$ cat config.mk
export PLATFORM = sky130hd
export DESIGN_NAME = rf_wb_arbiter
export DESIGN_NICKNAME = d
export VERILOG_FILES = /design/src/rtl/rf_wb_arbiter.sv
export SDC_FILE = /design/constraint.sdc
export NUM_CORES = 1
export LEC_CHECK = 0
export CAP_MARGIN = 20
export CELL_PAD_IN_SITES_DETAIL_PLACEMENT = 0
export CELL_PAD_IN_SITES_GLOBAL_PLACEMENT = 2
export CORE_MARGIN = 5
export CORE_UTILIZATION = 26
export CTS_CLUSTER_SIZE = 16
export DETAILED_ROUTE_END_ITERATION = 10
export PLACE_DENSITY_LB_ADDON = 0.1
export SLEW_MARGIN = 20
export SYNTH_ARGS = -nofsm -noshare
export SYNTH_HDL_FRONTEND = slang
export SYNTH_SLANG_ARGS = --single-unit
export TNS_END_PERCENT = 30
$ cat constraint.sdc
create_clock -name clk -period 9.3 [get_ports clk]
set_clock_uncertainty 0.1 [all_clocks]
set_input_delay 1.86 -clock clk [delete_from_list [all_inputs] [get_ports clk]]
set_output_delay 1.86 -clock clk [all_outputs]
set_load 0.05 [all_outputs]
$ cat src/rtl/rf_wb_arbiter.sv
`default_nettype none
// ============================================================================
//  Module      : rf_wb_arbiter
//  Description : Arbitrates the single register-file write port between ALU
//                writebacks (source A) and load writebacks (source M).  M
//                always wins.  A writes that lose arbitration wait in a small
//                in-order FIFO and drain on idle cycles.  Buffered writes
//                overwritten by a younger load are squashed (WAW), and decode
//                read addresses are checked against every pending write.
//                Optional build macro WB_ARB_STATS_EN enables the A-side
//                backpressure cycle counter on stall_cnt; otherwise stall_cnt
//                is tied to zero.
//  Revision    : 1.0 - initial release
// ============================================================================
module rf_wb_arbiter #(
    parameter int DATAW = 32,
    parameter int ADDRW = 4,
    parameter int DEPTH = 2
) (
    input  logic             clk,
    input  logic             reset,
    // ALU writeback source
    input  logic             a_valid,
    output logic             a_ready,
    input  logic [ADDRW-1:0] a_addr,
    input  logic [DATAW-1:0] a_data,
    // Load writeback source (never back-pressured)
    input  logic             m_valid,
    input  logic [ADDRW-1:0] m_addr,
    input  logic [DATAW-1:0] m_data,
    // Register-file write port
    output logic             we,
    output logic [ADDRW-1:0] wa,
    output logic [DATAW-1:0] wd,
    // Decode hazard query
    input  logic [ADDRW-1:0] q_addr1,
    input  logic [ADDRW-1:0] q_addr2,
    output logic             hz1,
    output logic             hz2,
    // Backpressure statistics
    output logic [15:0]      stall_cnt
);

    // Pointer and occupancy widths; DEPTH is a power of two >= 2, so the
    // pointers wrap naturally and the count needs one extra bit for "full".
    localparam int              c_PW        = $clog2(DEPTH);
    localparam int              c_CW        = c_PW + 1;
    localparam logic [c_CW-1:0] c_DEPTH_CNT = c_CW'(DEPTH);
    localparam logic [c_CW-1:0] c_ZERO_CNT  = '0;

    // ------------------------------------------------------------------------
    // State
    // ------------------------------------------------------------------------
    logic [c_CW-1:0]  r_count;
    logic [c_PW-1:0]  r_rd_ptr;
    logic [c_PW-1:0]  r_wr_ptr;
    logic [ADDRW-1:0] r_fifo_addr [DEPTH];
    logic [DATAW-1:0] r_fifo_data [DEPTH];
    logic [DEPTH-1:0] r_fifo_vld;

    logic             r_we;
    logic [ADDRW-1:0] r_wa;
    logic [DATAW-1:0] r_wd;

    // ------------------------------------------------------------------------
    // Combinational control
    // ------------------------------------------------------------------------
    logic             w_fifo_nonempty;
    logic             w_a_xfer;
    logic             w_issue_m;
    logic             w_issue_pop;
    logic             w_issue_a;
    logic             w_push;
    logic [DEPTH-1:0] w_squash;
    logic [ADDRW-1:0] w_head_addr;
    logic [DATAW-1:0] w_head_data;
    logic             w_head_vld;
    logic             w_hz1;
    logic             w_hz2;

    // Ready depends only on registered occupancy, so a full FIFO that pops
    // this cycle still refuses A until the next cycle.
    assign a_ready         = (r_count < c_DEPTH_CNT);
    assign w_fifo_nonempty = (r_count != c_ZERO_CNT);
    assign w_a_xfer        = a_valid & a_ready;

    assign w_head_addr = r_fifo_addr[r_rd_ptr];
    assign w_head_data = r_fifo_data[r_rd_ptr];
    assign w_head_vld  = r_fifo_vld[r_rd_ptr];

    // Issue priority: load, then FIFO head, then a direct ALU bypass.  An A
    // transfer that is not issued directly is always buffered behind older
    // work, which keeps A strictly after a same-cycle (older) load.
    always_comb begin
        w_issue_m   = 1'b0;
        w_issue_pop = 1'b0;
        w_issue_a   = 1'b0;
        w_push      = 1'b0;
        if (m_valid) begin
            w_issue_m = 1'b1;
            w_push    = w_a_xfer;
        end else if (w_fifo_nonempty) begin
            w_issue_pop = 1'b1;
            w_push      = w_a_xfer;
        end else begin
            w_issue_a = w_a_xfer;
        end
    end

    // WAW squash mask: only entries already valid before this edge are
    // candidates, so a same-cycle A push to the same register survives.
    always_comb begin
        w_squash = '0;
        for (int i = 0; i < DEPTH; i++) begin
            w_squash[i] = m_valid && r_fifo_vld[i] && (r_fifo_addr[i] == m_addr);
        end
    end

    // Pending-write hazard check: any live FIFO entry or the output stage,
    // because the register file cannot yet see the write being issued now.
    always_comb begin
        w_hz1 = r_we && (r_wa == q_addr1);
        w_hz2 = r_we && (r_wa == q_addr2);
        for (int i = 0; i < DEPTH; i++) begin
            if (r_fifo_vld[i] && (r_fifo_addr[i] == q_addr1)) begin
                w_hz1 = 1'b1;
            end
            if (r_fifo_vld[i] && (r_fifo_addr[i] == q_addr2)) begin
                w_hz2 = 1'b1;
            end
        end
    end

    assign hz1 = w_hz1;
    assign hz2 = w_hz2;

    // ------------------------------------------------------------------------
    // FIFO storage
    // ------------------------------------------------------------------------

    // Entry payload and valid bits; a squash clears the valid bit but keeps
    // the slot occupied so pop order and occupancy stay untouched.
    always_ff @(posedge clk or posedge reset) begin
        if (reset) begin
            r_fifo_vld <= '0;
            for (int i = 0; i < DEPTH; i++) begin
                r_fifo_addr[i] <= '0;
                r_fifo_data[i] <= '0;
            end
        end else begin
            for (int i = 0; i < DEPTH; i++) begin
                if (w_squash[i]) begin
                    r_fifo_vld[i] <= 1'b0;
                end
            end
            if (w_issue_pop) begin
                r_fifo_vld[r_rd_ptr] <= 1'b0;
            end
            if (w_push) begin
                r_fifo_addr[r_wr_ptr] <= a_addr;
                r_fifo_data[r_wr_ptr] <= a_data;
                r_fifo_vld[r_wr_ptr]  <= 1'b1;
            end
        end
    end

    // Read/write pointers and occupancy; pop and push together leave the
    // count unchanged.
    always_ff @(posedge clk or posedge reset) begin
        if (reset) begin
            r_rd_ptr <= '0;
            r_wr_ptr <= '0;
            r_count  <= '0;
        end else begin
            if (w_issue_pop) begin
                r_rd_ptr <= r_rd_ptr + 1'b1;
            end
            if (w_push) begin
                r_wr_ptr <= r_wr_ptr + 1'b1;
            end
            case ({w_push, w_issue_pop})
                2'b10:   r_count <= r_count + 1'b1;
                2'b01:   r_count <= r_count - 1'b1;
                default: r_count <= r_count;
            endcase
        end
    end

    // ------------------------------------------------------------------------
    // Register-file write stage
    // ------------------------------------------------------------------------

    // One write per cycle; address/data hold when nothing (or a squashed
    // entry) is issued so the register file sees a stable bus.
    always_ff @(posedge clk or posedge reset) begin
        if (reset) begin
            r_we <= 1'b0;
            r_wa <= '0;
            r_wd <= '0;
        end else if (w_issue_m) begin
            r_we <= 1'b1;
            r_wa <= m_addr;
            r_wd <= m_data;
        end else if (w_issue_pop) begin
            r_we <= w_head_vld;
            if (w_head_vld) begin
                r_wa <= w_head_addr;
                r_wd <= w_head_data;
            end
        end else if (w_issue_a) begin
            r_we <= 1'b1;
            r_wa <= a_addr;
            r_wd <= a_data;
        end else begin
            r_we <= 1'b0;
        end
    end

    assign we = r_we;
    assign wa = r_wa;
    assign wd = r_wd;

    // ------------------------------------------------------------------------
    // Optional backpressure statistics
    // ------------------------------------------------------------------------
`ifdef WB_ARB_STATS_EN
    logic [15:0] r_stall_cnt;

    // Count cycles where A is presented but refused, saturating at all-ones.
    always_ff @(posedge clk or posedge reset) begin
        if (reset) begin
            r_stall_cnt <= 16'h0000;
        end else if (a_valid && !a_ready && (r_stall_cnt != 16'hFFFF)) begin
            r_stall_cnt <= r_stall_cnt + 16'h0001;
        end
    end

    assign stall_cnt = r_stall_cnt;
`else
    assign stall_cnt = 16'h0000;
`endif

endmodule
`default_nettype wire

* Word-level counts from Yosys, hierarchy flattened
Index checks and enable logic that the tools add are counted.
** Storage, ports and cells
- Register bits after elaboration :: 115
- Input port bits :: 84
- Output and inout port bits :: 56
** Cells by class
- $add $sub $neg :: 4
- Order comparisons :: 8
- Eq/ne operators :: 11
- Multiplexer cells :: 45
- Bitwise logic cells :: 6
- Reduce and logical (&&, ||, !) cells :: 17
** Operator list (number)
- 32-bit two-way mux :: 8
- 64-bit bitwise mux :: 1
- 32-bit demux with 1-bit select :: 1
- 4-bit == test :: 8
- 4-bit two-way mux :: 8
- 1-bit two-way mux :: 20
- 1-bit logical AND :: 13
- 8-bit bitwise mux :: 1
- 4-bit demux with 1-bit select :: 1
- 2-bit greater-or-equal comparator, second input constant :: 2
- 1-bit by 2-bit less-than comparator with 1-bit output, second input constant :: 2
- 2-bit two-way mux :: 2
- 1-bit inverter with 2-bit output :: 2
- 2-bit one-hot mux with 2 select lines :: 1
- 2-bit nonzero test :: 2
- 3-bit by 2-bit != test with 1-bit output, second input constant :: 1
- 3-bit nonzero test :: 1
- 1-bit adder, second input constant :: 2
- 2-bit by 1-bit adder with 2-bit output, second input constant :: 1
- 2-bit AND :: 1
- 1-bit demux with 1-bit select :: 2
- 2-bit by 1-bit == test with 1-bit output, second input constant :: 1
- 2-bit == test, second input constant :: 1
- 1-bit greater-or-equal comparator, second input constant :: 2
- other kinds (7) :: 7

* Logic depth before layout (Yosys ltp)
Gate-level depths: netlist of run 1.
- Depth in word-level cells :: 9
- Gate-level depth with buffers :: 7
- Mapped depth without buffers :: 6

* Worst setup path before layout of run 1
Ideal clock, no wire load.
- Kind :: in2out
- From :: input q_addr1[0]
- To :: output hz1
- Arrival :: 2.662 ns
- Required time :: 7.340 ns
- Slack :: 4.678 ns
- Cell stages on the path :: 4
- Path buffers :: 0
- Cell sequence :: xor2_1 nor3_1 nand3_1 nand3_1
** On the way
- Longest elaborated chain between the ends :: 4
- Elaborated cells on any way between the ends :: 8
- Classes of those cells :: eq/ne: 3; mux: 2; reduce/logical: 3
** RTL lines
- start: declaration :: RTL line 36 : input logic [ADDRW-1:0] q_addr1,
- 4-bit == test, on equally long branches :: RTL line 122, 125
- 1-bit logical AND, on equally long branches :: RTL line 122, 125
- 1-bit two-way mux :: RTL line 125 : if (r_fifo_vld[i] && (r_fifo_addr[i] == q_addr1)) begin
- 1-bit two-way mux * :: RTL line 125
- end: declaration :: RTL line 38 : output logic hz1,
Mark *: on every way between the ends. The rest lies on a longest branch, timed or not.

* Final worst setup path of run 1
- From :: input q_addr1[3]
- To :: output hz1
The elaborated chain is that of the path after synthesis.

==> results of run 1 <==
per-stage QoR:
step                      power, uW  cells  util [%]  cell area [sq um]
after CTS                      3070    918      34.9               7840
after detailed placement       2380    888      32.3               7250
after global placement         2350    888      32.3               7250
after global routing           3210    918      34.9               7840
final                          3020    918      34.9               7840
after floorplan                1970    522         -               5920
power groups by stage:
| stage | combinational, uW | sequential [uW] | clock, uW |
|---|---|---|---|
| final | 1380 | 969 | 663 |
| after global routing | 1500 | 1010 | 704 |
| after CTS | 1410 | 970 | 684 |
| after detailed placement | 1410 | 978 | 0 |
| after global placement | 1390 | 964 | 0 |
| after floorplan | 778 | 1190 | 0 |
routing by layer:
layer / vias up / GRT usage [%]
li1: 2021 / -
met1: 2147 / 16.7
met2: 101 / 22.7
met3: 20 / 3.95
met4: 0 / 4.46
met5: - / 0
worst paths after layout:
kind	startpoint	endpoint	slack, ns	cells after the start
hold reg to reg	r_fifo_data[2]	r_fifo_data[2]	0.40	1
setup reg to reg	r_count[1]	r_fifo_data[50]	6.52	5
setup / recovery	q_addr1[3]	hz1	3.50	6
min in group asynchronous	reset	wd[22]	1.89	2
hold / removal	r_fifo_data[2]	r_fifo_data[2]	0.40	1
max in group asynchronous	reset	r_rd_ptr	5.98	3
cell usage after synthesis:
cell,n
o31ai_1,1
a21oi_4,1
clkbuf_1,7
a222oi_1,1
nor2b_1,2
nor3_1,17
nand2b_1,3
or2_1,1
buf_1,1
conb_1,1
nor3b_1,1
mux2i_1,37
a221oi_1,25
o211ai_4,1
buf_4,20
o21ai_0,5
nor4_1,1
nand2_1,2
inv_2,2
buf_2,15
a211oi_1,10
inv_1,6
mux2_4,18
o21bai_4,1
nor2_4,1
dfrtp_1,115
o22ai_1,1
xnor2_1,10
xor2_1,20
a2111o_1,1
or2_2,1
nor2_1,61
o2111ai_2,1
buf_6,6
ha_1,1
a21oi_1,46
o2111ai_1,1
nand3_1,8
mux2_2,55
registers in the layout, summed over array words and instances (netlist names):
signal	cells
wd	32
r_fifo_data	64
r_fifo_vld	2
r_fifo_addr	8
r_rd_ptr	1
wa	4
we	1
r_wr_ptr	1
r_count	2
area by class of cell:
class,count,share of cell area (%)
Sequential cell,115,36.7
Multi-Input combinational cell,350,34.5
Timing Repair Buffer,130,16.3
Clock buffer,20,5.83
Tap cell,285,4.55
Clock inverter,10,1.71
Inverter,8,0.415
logic make-up (layout without fill, tap and decap cells):
logic type,count (synthesis),count (layout)
fa+ha+maj,1,1
mux,110,110
compound gates,95,95
simple gates,98,98
xor+xnor,30,30
other cells,1,16
flops,115,115
buf+inv,57,168
worst max-delay path: stages:
cell and delay, ns:
clkdlybuf4s50_1 0.49, xor2_1 0.18, nor3_1 0.30, nand3_1 0.12, nand3_1 0.08, clkdlybuf4s50_1 0.81
==> results by group, run 1 <==
Critical path
  • Critical path endpoint category: output port
  • Critical path fanouts, max: 3
  • Req. time, crit path: 7.34 ns
  • Crit start category: input pin
  • Critical Setup Path Class: input pin to output port
  • Worst Path Arrival: 3.84 ns

Synthesis
  • Synth Area in Simple Gates: 7.34%
  • Synth Area in Adders: 0.213%
  • Largest family of logic cells by synthesized area: multiplexers
  • Ys Warns: 0
  • Top cells by area, synth: dfrtp_1 49%, mux2_2 11%, mux2i_1 6.3%, mux2_4 4.6%, a21oi_1 3.9%
  • Area leader, netlist: dfrtp_1
  • Netlist cell types: 39
  • Synth Cell Area: a little under 6000 sq um
  • Synthesized area per cell: 11.6 sq um
  • Top-area cell type share of the netlist area: 49.1%
  • Post-synthesis cell count: 507
  • Complex-gate fraction of the synthesized area: 11.3%
  • Post-synthesis share of cell area spent on xor and xnor gates: under 10%
  • Register area share after synthesis: slightly below 50%
  • FF+latch count, synth: around 120
  • Mux share of post-synthesis cell area: 21.5%

Floorplan
  • Die H: 160 um
  • Die X-Extent: 160 um
  • Rows: 55
  • Starting density of the core: 26.1%
  • Die footprint: between 20000 and 30000 sq um
  • Core box area: 22400 sq um
  • I/O pin total: 140

Route
  • WL final: about 17 mm
  • Routed len/inst: around 19 um
  • WL met2: 8.34 mm
  • Detail Route met3 WL: roughly 800 um
  • Initial DRC Count: 133
  • Drt drc: 0
  • Routed Antenna Nets: 0
  • Via count: ~4300
  • Highest routed metal layer: met4
  • Drt via density: approximately 4.7
  • Drt pass-1 iters: 5
  • Met1 WL: 7.68 mm

Place
  • Port Buffer Count: 123
  • Pre-CTS WS: 3.50 ns
  • GP Congestion: 0.810
  • Final HPWL DP: approximately 11 mm

Clock tree
  • CTS H-tree depth: 4
  • Clk sink count: 115
  • Clk buf depth: 2
  • CTS tree: yes
  • Clock Pin Slew Worst Setup and Hold Paths: 0.05 ns
  • Setup Fix Bufs, Post-CTS: 0
  • Number of buffers created by CTS: 17
  • Root buf cell: clkbuf_16
  • Hold buffer count at CTS: 0
  • Clk Latency, worst-skew pair: between 0.4 and 0.5 ns
  • CTS resizes: 0

Status
  • Status: finished clean

Timing
  • Setup Total Neg Slack: 0 ns
  • Crit share post-route: 62.4%
  • Worst-Margin Slew: 0.909 ns
  • Pins Over Slew Limit: 0
  • Final setup margin: between 3 and 4 ns
  • Tmin final: 5.80 ns
  • Final setup violation count: 0
  • Fmax achieved: 172 MHz
  • Min Hold Slack: slightly above 0.4 ns
  • RSZ-0062 raised after global routing: no
  • Final Hold Viols: 0
  • Slew headroom: 39.4%

Finish
  • Commonest non-fill, non-tap cell in the layout: clkdlybuf4s50_1
  • Register area: 2880 sq um
  • Layout cells sized above 1: 19.1%
  • Filler cell count: 2253
  • Area growth, synth to finish: 33.7%
  • Most frequent cells in the layout: 122 x clkdlybuf4s50_1, 114 x dfrtp_1, 61 x nor2_1
  • N_diodes: 0
  • Final #Nets: 707
  • Multi-input combinational cell area: 2700 sq um

Power and ir drop
  • Pleak: roughly 0.0033 uW
  • P per Cell Area: around 380 nW/um^2
  • Switch share: 40.6%
  • Clk pwr share: a little over a fifth
  • Worst IR Drop VDD: 0.164 mV
  • Comb power frac: 45.9%
  • Register share of total power: 32.1%
  • Switching Power: around 1200 uW
  • Pint: around 1800 uW

Global routing
  • Global-route wire length before repair: 27.1 mm
  • Initial antenna violation count: 0
  • Gr usage total: 13.5%
  • Largest net degree at the start of global routing: 73
  • Congestion Overflow GR: 0
  • Vias in the first global route: between 4000 and 5000

Run
  • Max_cap viols: 0

Worst hold path
  • HP Class: flop to flop
Note: power is estimated with default switching activity, not from simulation.
==> run 2: changes to the inputs <==
==> constraint.sdc (replaced) <==
create_clock -name clk -period 4.7 [get_ports clk]
set_clock_uncertainty 0.1 [all_clocks]
set_input_delay 0.94 -clock clk [delete_from_list [all_inputs] [get_ports clk]]
set_output_delay 0.94 -clock clk [all_outputs]
set_load 0.05 [all_outputs]
==> run 2 against run 1 <==
Critical path depth unchanged; final cell count increased by 0.33%; sequential power rose by 96%; power rose by 100%; critical endpoint unchanged; sequential cell count did not move; non-clock buffer count increased by 2; setup slack lost 2.8 ns.
==> results by group, run 2 (synthesis results as in run 1) <==
Timing
  • Tmin final: 3.98 ns
  • Worst-Margin Slew: approximately 0.9 ns
  • RSZ-0062 raised after global routing: no
  • Min Hold Slack: 0.403 ns
  • Slew headroom: 39.7%
  • Setup Total Neg Slack: 0 ns
  • Final Hold Viols: 0
  • Pins Over Slew Limit: 0
  • Final setup violation count: 0
  • Crit share post-route: 84.7%
  • Fmax achieved: approximately 250 MHz

Floorplan
  • Die H: 160 um
  • Starting density of the core: 26.1%
  • Core box area: 22400 sq um
  • I/O pin total: 140
  • Rows: 55
  • Die footprint: between 20000 and 30000 sq um
  • Die X-Extent: 160 um

Finish
  • Area growth, synth to finish: 35.4%
  • N_diodes: 0
  • Flip-flop count of the largest register after layout: 64
  • Multi-input combinational cell area: roughly 2700 sq um
  • Commonest non-fill, non-tap cell in the layout: clkdlybuf4s50_1
  • Final #Nets: 709
  • Filler cell count: 2243
  • Most frequent cells in the layout: 122 x clkdlybuf4s50_1, 114 x dfrtp_1, 61 x nor2_1
  • Final instance area: 7940 sq um
  • Final Core Density: approximately 35%
  • Layout cells sized above 1: 19.3%
  • Register area: 2880 sq um
  • Top reg by flops: r_fifo_data

Critical path
  • Worst Reg-to-Reg Cells: 4
  • Req. time, crit path: between 3 and 4 ns
  • Critical path fanouts, max: 3
  • Crit start category: input pin
  • R2R setup slack: 2.10 ns
  • Critical path endpoint category: output port
  • Worst Path Arrival: 2.94 ns
  • Critical Setup Path Class: input pin to output port
  • R2r endpoint: wd[31]
  • Reg-to-Reg Start: r_count[1]
  • CP Launch Point: q_addr1[0]

Clock tree
  • Root buf cell: clkbuf_16
  • CTS tree: yes
  • Clk Latency, worst-skew pair: 0.42 ns
  • Setup Fix Bufs, Post-CTS: 0
  • Clk sink count: roughly 120
  • CTS resizes: 0
  • Clk buf depth: 2
  • Hold buffer count at CTS: 0
  • Clock Pin Slew Worst Setup and Hold Paths: around 0.06 ns
  • CTS H-tree depth: 4
  • Number of buffers created by CTS: 17

Power and ir drop
  • Pwr Total: slightly above 6000 uW
  • Pleak: ~0.0034 uW
  • P per Cell Area: 774 nW/um^2
  • Worst IR Drop VDD: 0.307 mV

Worst hold path
  • HP Class: flop to flop
  • Min-Delay Startpoint: r_fifo_data[51]
  • Worst Hold Path EP: r_fifo_data[51]
  • Cells on Worst Hold Path: 1

Place
  • Port Buffer Count: between 100 and 150
  • Area after DPL: roughly 7300 sq um
  • Final HPWL DP: 11.0 mm
  • GP Congestion: ~0.78

Route
  • Initial DRC Count: 120
  • Routed Antenna Nets: 0
  • Drt pass-1 iters: 6
  • Drt drc: 0
  • Via count: 4293
  • WL final: 17.3 mm
  • Routed len/inst: 18.8 um
  • Drt via density: 4.66

Global routing
  • Largest net degree at the start of global routing: 64
  • Initial antenna violation count: 0
  • Congestion Overflow GR: 0
  • Gr usage total: 13.7%
  • Vias in the first global route: ~4700
  • Global-route wire length before repair: roughly 27 mm

Run
  • Max_cap viols: 0

Status
  • Status: finished clean
-- run 2: cell count changes in the layout (fill, tap and decap cells not counted), sizes merged --
cell / before / now
clkinv: 5 / 3
clkbuf: 20 / 22
clkinvlp: 2 / 1
bufinv: 3 / 5
buf: 8 / 10
-- run 2: final cells by class --
cell class	instances	share of cell area, %
clock buffer	22	5.97
clock inverter	9	2.22
inverter	8	0.410
multi-input combinational	350	34.0
sequential	115	36.3
tap	285	4.49
timing repair buffer	132	16.6
-- run 2: worst max-delay path, stage by stage --
cell             delay (ns)
clkdlybuf4s50_1        0.49
xor2_1                 0.18
nor3_1                 0.30
nand3_1                0.13
nand3_1                0.09
clkdlybuf4s50_1        0.81
-- run 2: where the power goes --
part	total (uW)	switching (uW)	internal (uW)
combinational	2800	1600	1210
sequential	1900	390	1510
clock	1440	463	979
total	6140	2450	3690
-- run 2: worst max-delay path by stage --
stage,endpoint,slack (ns),cells past startpoint
final,hz1,0.72,6
after global placement,hz1,0.82,6
after global routing,hz1,0.70,6
after detailed placement,hz1,0.77,6
after CTS,hz1,0.76,6
after floorplan,r_count[0],0.62,1
-- run 2: routing by layer --
| layer | GRT usage (%) | routed length, um |
|---|---|---|
| met3 | 4.03 | 776 |
| met2 | 22.8 | 8390 |
| met5 | 0 | 0 |
| met1 | 17.1 | 7910 |
| met4 | 4.42 | 254 |
-- run 2: per-stage QoR --
stage | instances | setup slack [ns]
5_1_grt | 921 | 0.696
3_5_place_dp | 890 | 0.766
6_report | 921 | 0.719
4_1_cts | 921 | 0.759
2_1_floorplan | 522 | 0.616
3_3_place_gp | 890 | 0.823
==> run 3: changes to the inputs <==
==> constraint.sdc (replaced) <==
create_clock -name clk -period 3.47 [get_ports clk]
set_clock_uncertainty 0.1 [all_clocks]
set_input_delay 0.694 -clock clk [delete_from_list [all_inputs] [get_ports clk]]
set_output_delay 0.694 -clock clk [all_outputs]
set_load 0.05 [all_outputs]
==> run 3 against run 2 <==
Final cell count is 0.65% higher; power rose by 33%; first-iteration DRC count rose by 42%; non-clock buffer count grew 6; hold slack about the same.
==> results by group, run 3 (synthesis results as in run 1) <==
Place
  • Final HPWL DP: 11.8 mm
  • Port Buffer Count: roughly 120
  • GP Congestion: 0.832

Route
  • Routed Antenna Nets: 0
  • Drt via density: 4.68
  • Drt drc: 0
  • Routed len/inst: around 19 um
  • WL final: ~17 mm
  • Initial DRC Count: 170
  • Via count: 4341
  • Drt pass-1 iters: 4

Finish
  • Layout cells sized above 1: 20.4%
  • Final #Nets: 715
  • Flip-flop count of the largest register after layout: 64
  • Area growth, synth to finish: 35.9%
  • Commonest non-fill, non-tap cell in the layout: clkdlybuf4s50_1
  • N_diodes: 0
  • Final Core Density: 35.5%
  • Top reg by flops: r_fifo_data
  • Most frequent cells in the layout: 120 x clkdlybuf4s50_1, 114 x dfrtp_1, 61 x nor2_1

Timing
  • Crit share post-route: between 70% and 80%
  • Worst-Margin Slew: around 0.77 ns
  • Slew headroom: around 48%
  • Final setup violation count: 0
  • Final Hold Viols: 0
  • Fmax achieved: 361 MHz
  • Setup Total Neg Slack: 0 ns
  • Pins Over Slew Limit: 0
  • Tmin final: 2.77 ns
  • RSZ-0062 raised after global routing: no

Critical path
  • Worst Path Arrival: 1.98 ns
  • Critical path endpoint category: output port
  • Reg-to-Reg Start: r_count[0]
  • CP Launch Point: q_addr1[0]
  • Critical Setup Path Class: input pin to output port
  • Critical path fanouts, max: 3
  • Req. time, crit path: roughly 2.7 ns
  • Crit start category: input pin

Clock tree
  • CTS tree: yes
  • Clk buf depth: 2
  • Clk Latency, worst-skew pair: ~0.42 ns
  • Hold buffer count at CTS: 0
  • Clk sink count: 115
  • Root buf cell: clkbuf_16
  • CTS H-tree depth: 4
  • Setup Fix Bufs, Post-CTS: 0
  • Clock Pin Slew Worst Setup and Hold Paths: 0.05 ns
  • CTS resizes: 0
  • Number of buffers created by CTS: 17

Power and ir drop
  • P per Cell Area: about 1000 nW/um^2
  • Pleak: 0.00340 uW
  • Worst IR Drop VDD: 0.387 mV
  • Pwr Total: 8200 uW

Worst hold path
  • Min-Delay Startpoint: r_fifo_data[58]
  • HP Class: flop to flop

Global routing
  • Congestion Overflow GR: 0
  • Global-route wire length before repair: ~27 mm
  • Vias in the first global route: roughly 4700
  • Initial antenna violation count: 0
  • Gr usage total: a little over an eighth
  • Largest net degree at the start of global routing: 54

Floorplan
  • Starting density of the core: 26.1%
  • Die footprint: 25700 sq um
  • Core box area: 22400 sq um
  • Die H: 160 um
  • I/O pin total: 140
  • Die X-Extent: 160 um
  • Rows: between 50 and 60

Status
  • Status: finished clean

Run
  • Max_cap viols: 0
-- run 3: critical path, cell delays in order --
cell	delay, ns
clkdlybuf4s50_1	0.49
xor2_1	0.19
nor3_1	0.21
nand3_1	0.10
nand3_1	0.09
buf_4	0.20
-- run 3: where the power goes --
part           internal [uW]  total (uW)  switching, uW
combinational           1670        3830           2160
clock                   1180        1800            626
sequential              2040        2560            518
-- run 3: layout make-up --
cell class / count / area, sq um
Timing Repair Buffer: 138 / 1400
Fill cell: 2218 / 14500
Inverter: 8 / 33.8
Clock buffer: 22 / 474
Clock inverter: 9 / 129
Sequential cell: 115 / 2880
Tap cell: 285 / 357
Multi-Input combinational cell: 350 / 2700
-- run 3: layer usage --
layer	up-vias	track usage [%]	part of all wire [%]
li1	2043	-	-
met1	2163	17.3	45
met2	117	22.3	48
met3	18	4.41	5.5
met4	0	4.30	1.4
met5	-	0	0
-- run 3: final timing paths --
check                                  endpoint  slack [ns]  cells after the start
worst max-delay path                        hz1        0.70                      6
worst min register to register  r_fifo_data[58]        0.40                      1
worst min-delay path            r_fifo_data[58]        0.40                      1
min in group asynchronous       r_fifo_data[23]        0.53                      2
max in group asynchronous        r_fifo_addr[6]        2.02                      3
worst max register to register  r_fifo_data[61]        1.07                      5
-- run 3: metrics by stage --
stage | cell area (sq um) | hold slack [ns] | setup slack (ns) | std cells
after CTS | 7970 | 0.405 | 0.673 | 927
after global placement | 7370 | 0.386 | 0.689 | 896
final | 7970 | 0.403 | 0.700 | 927
after floorplan | 5920 | 0.378 | 1.18 | 522
after detailed placement | 7370 | 0.391 | 0.686 | 896
after global routing | 7970 | 0.413 | 0.566 | 927
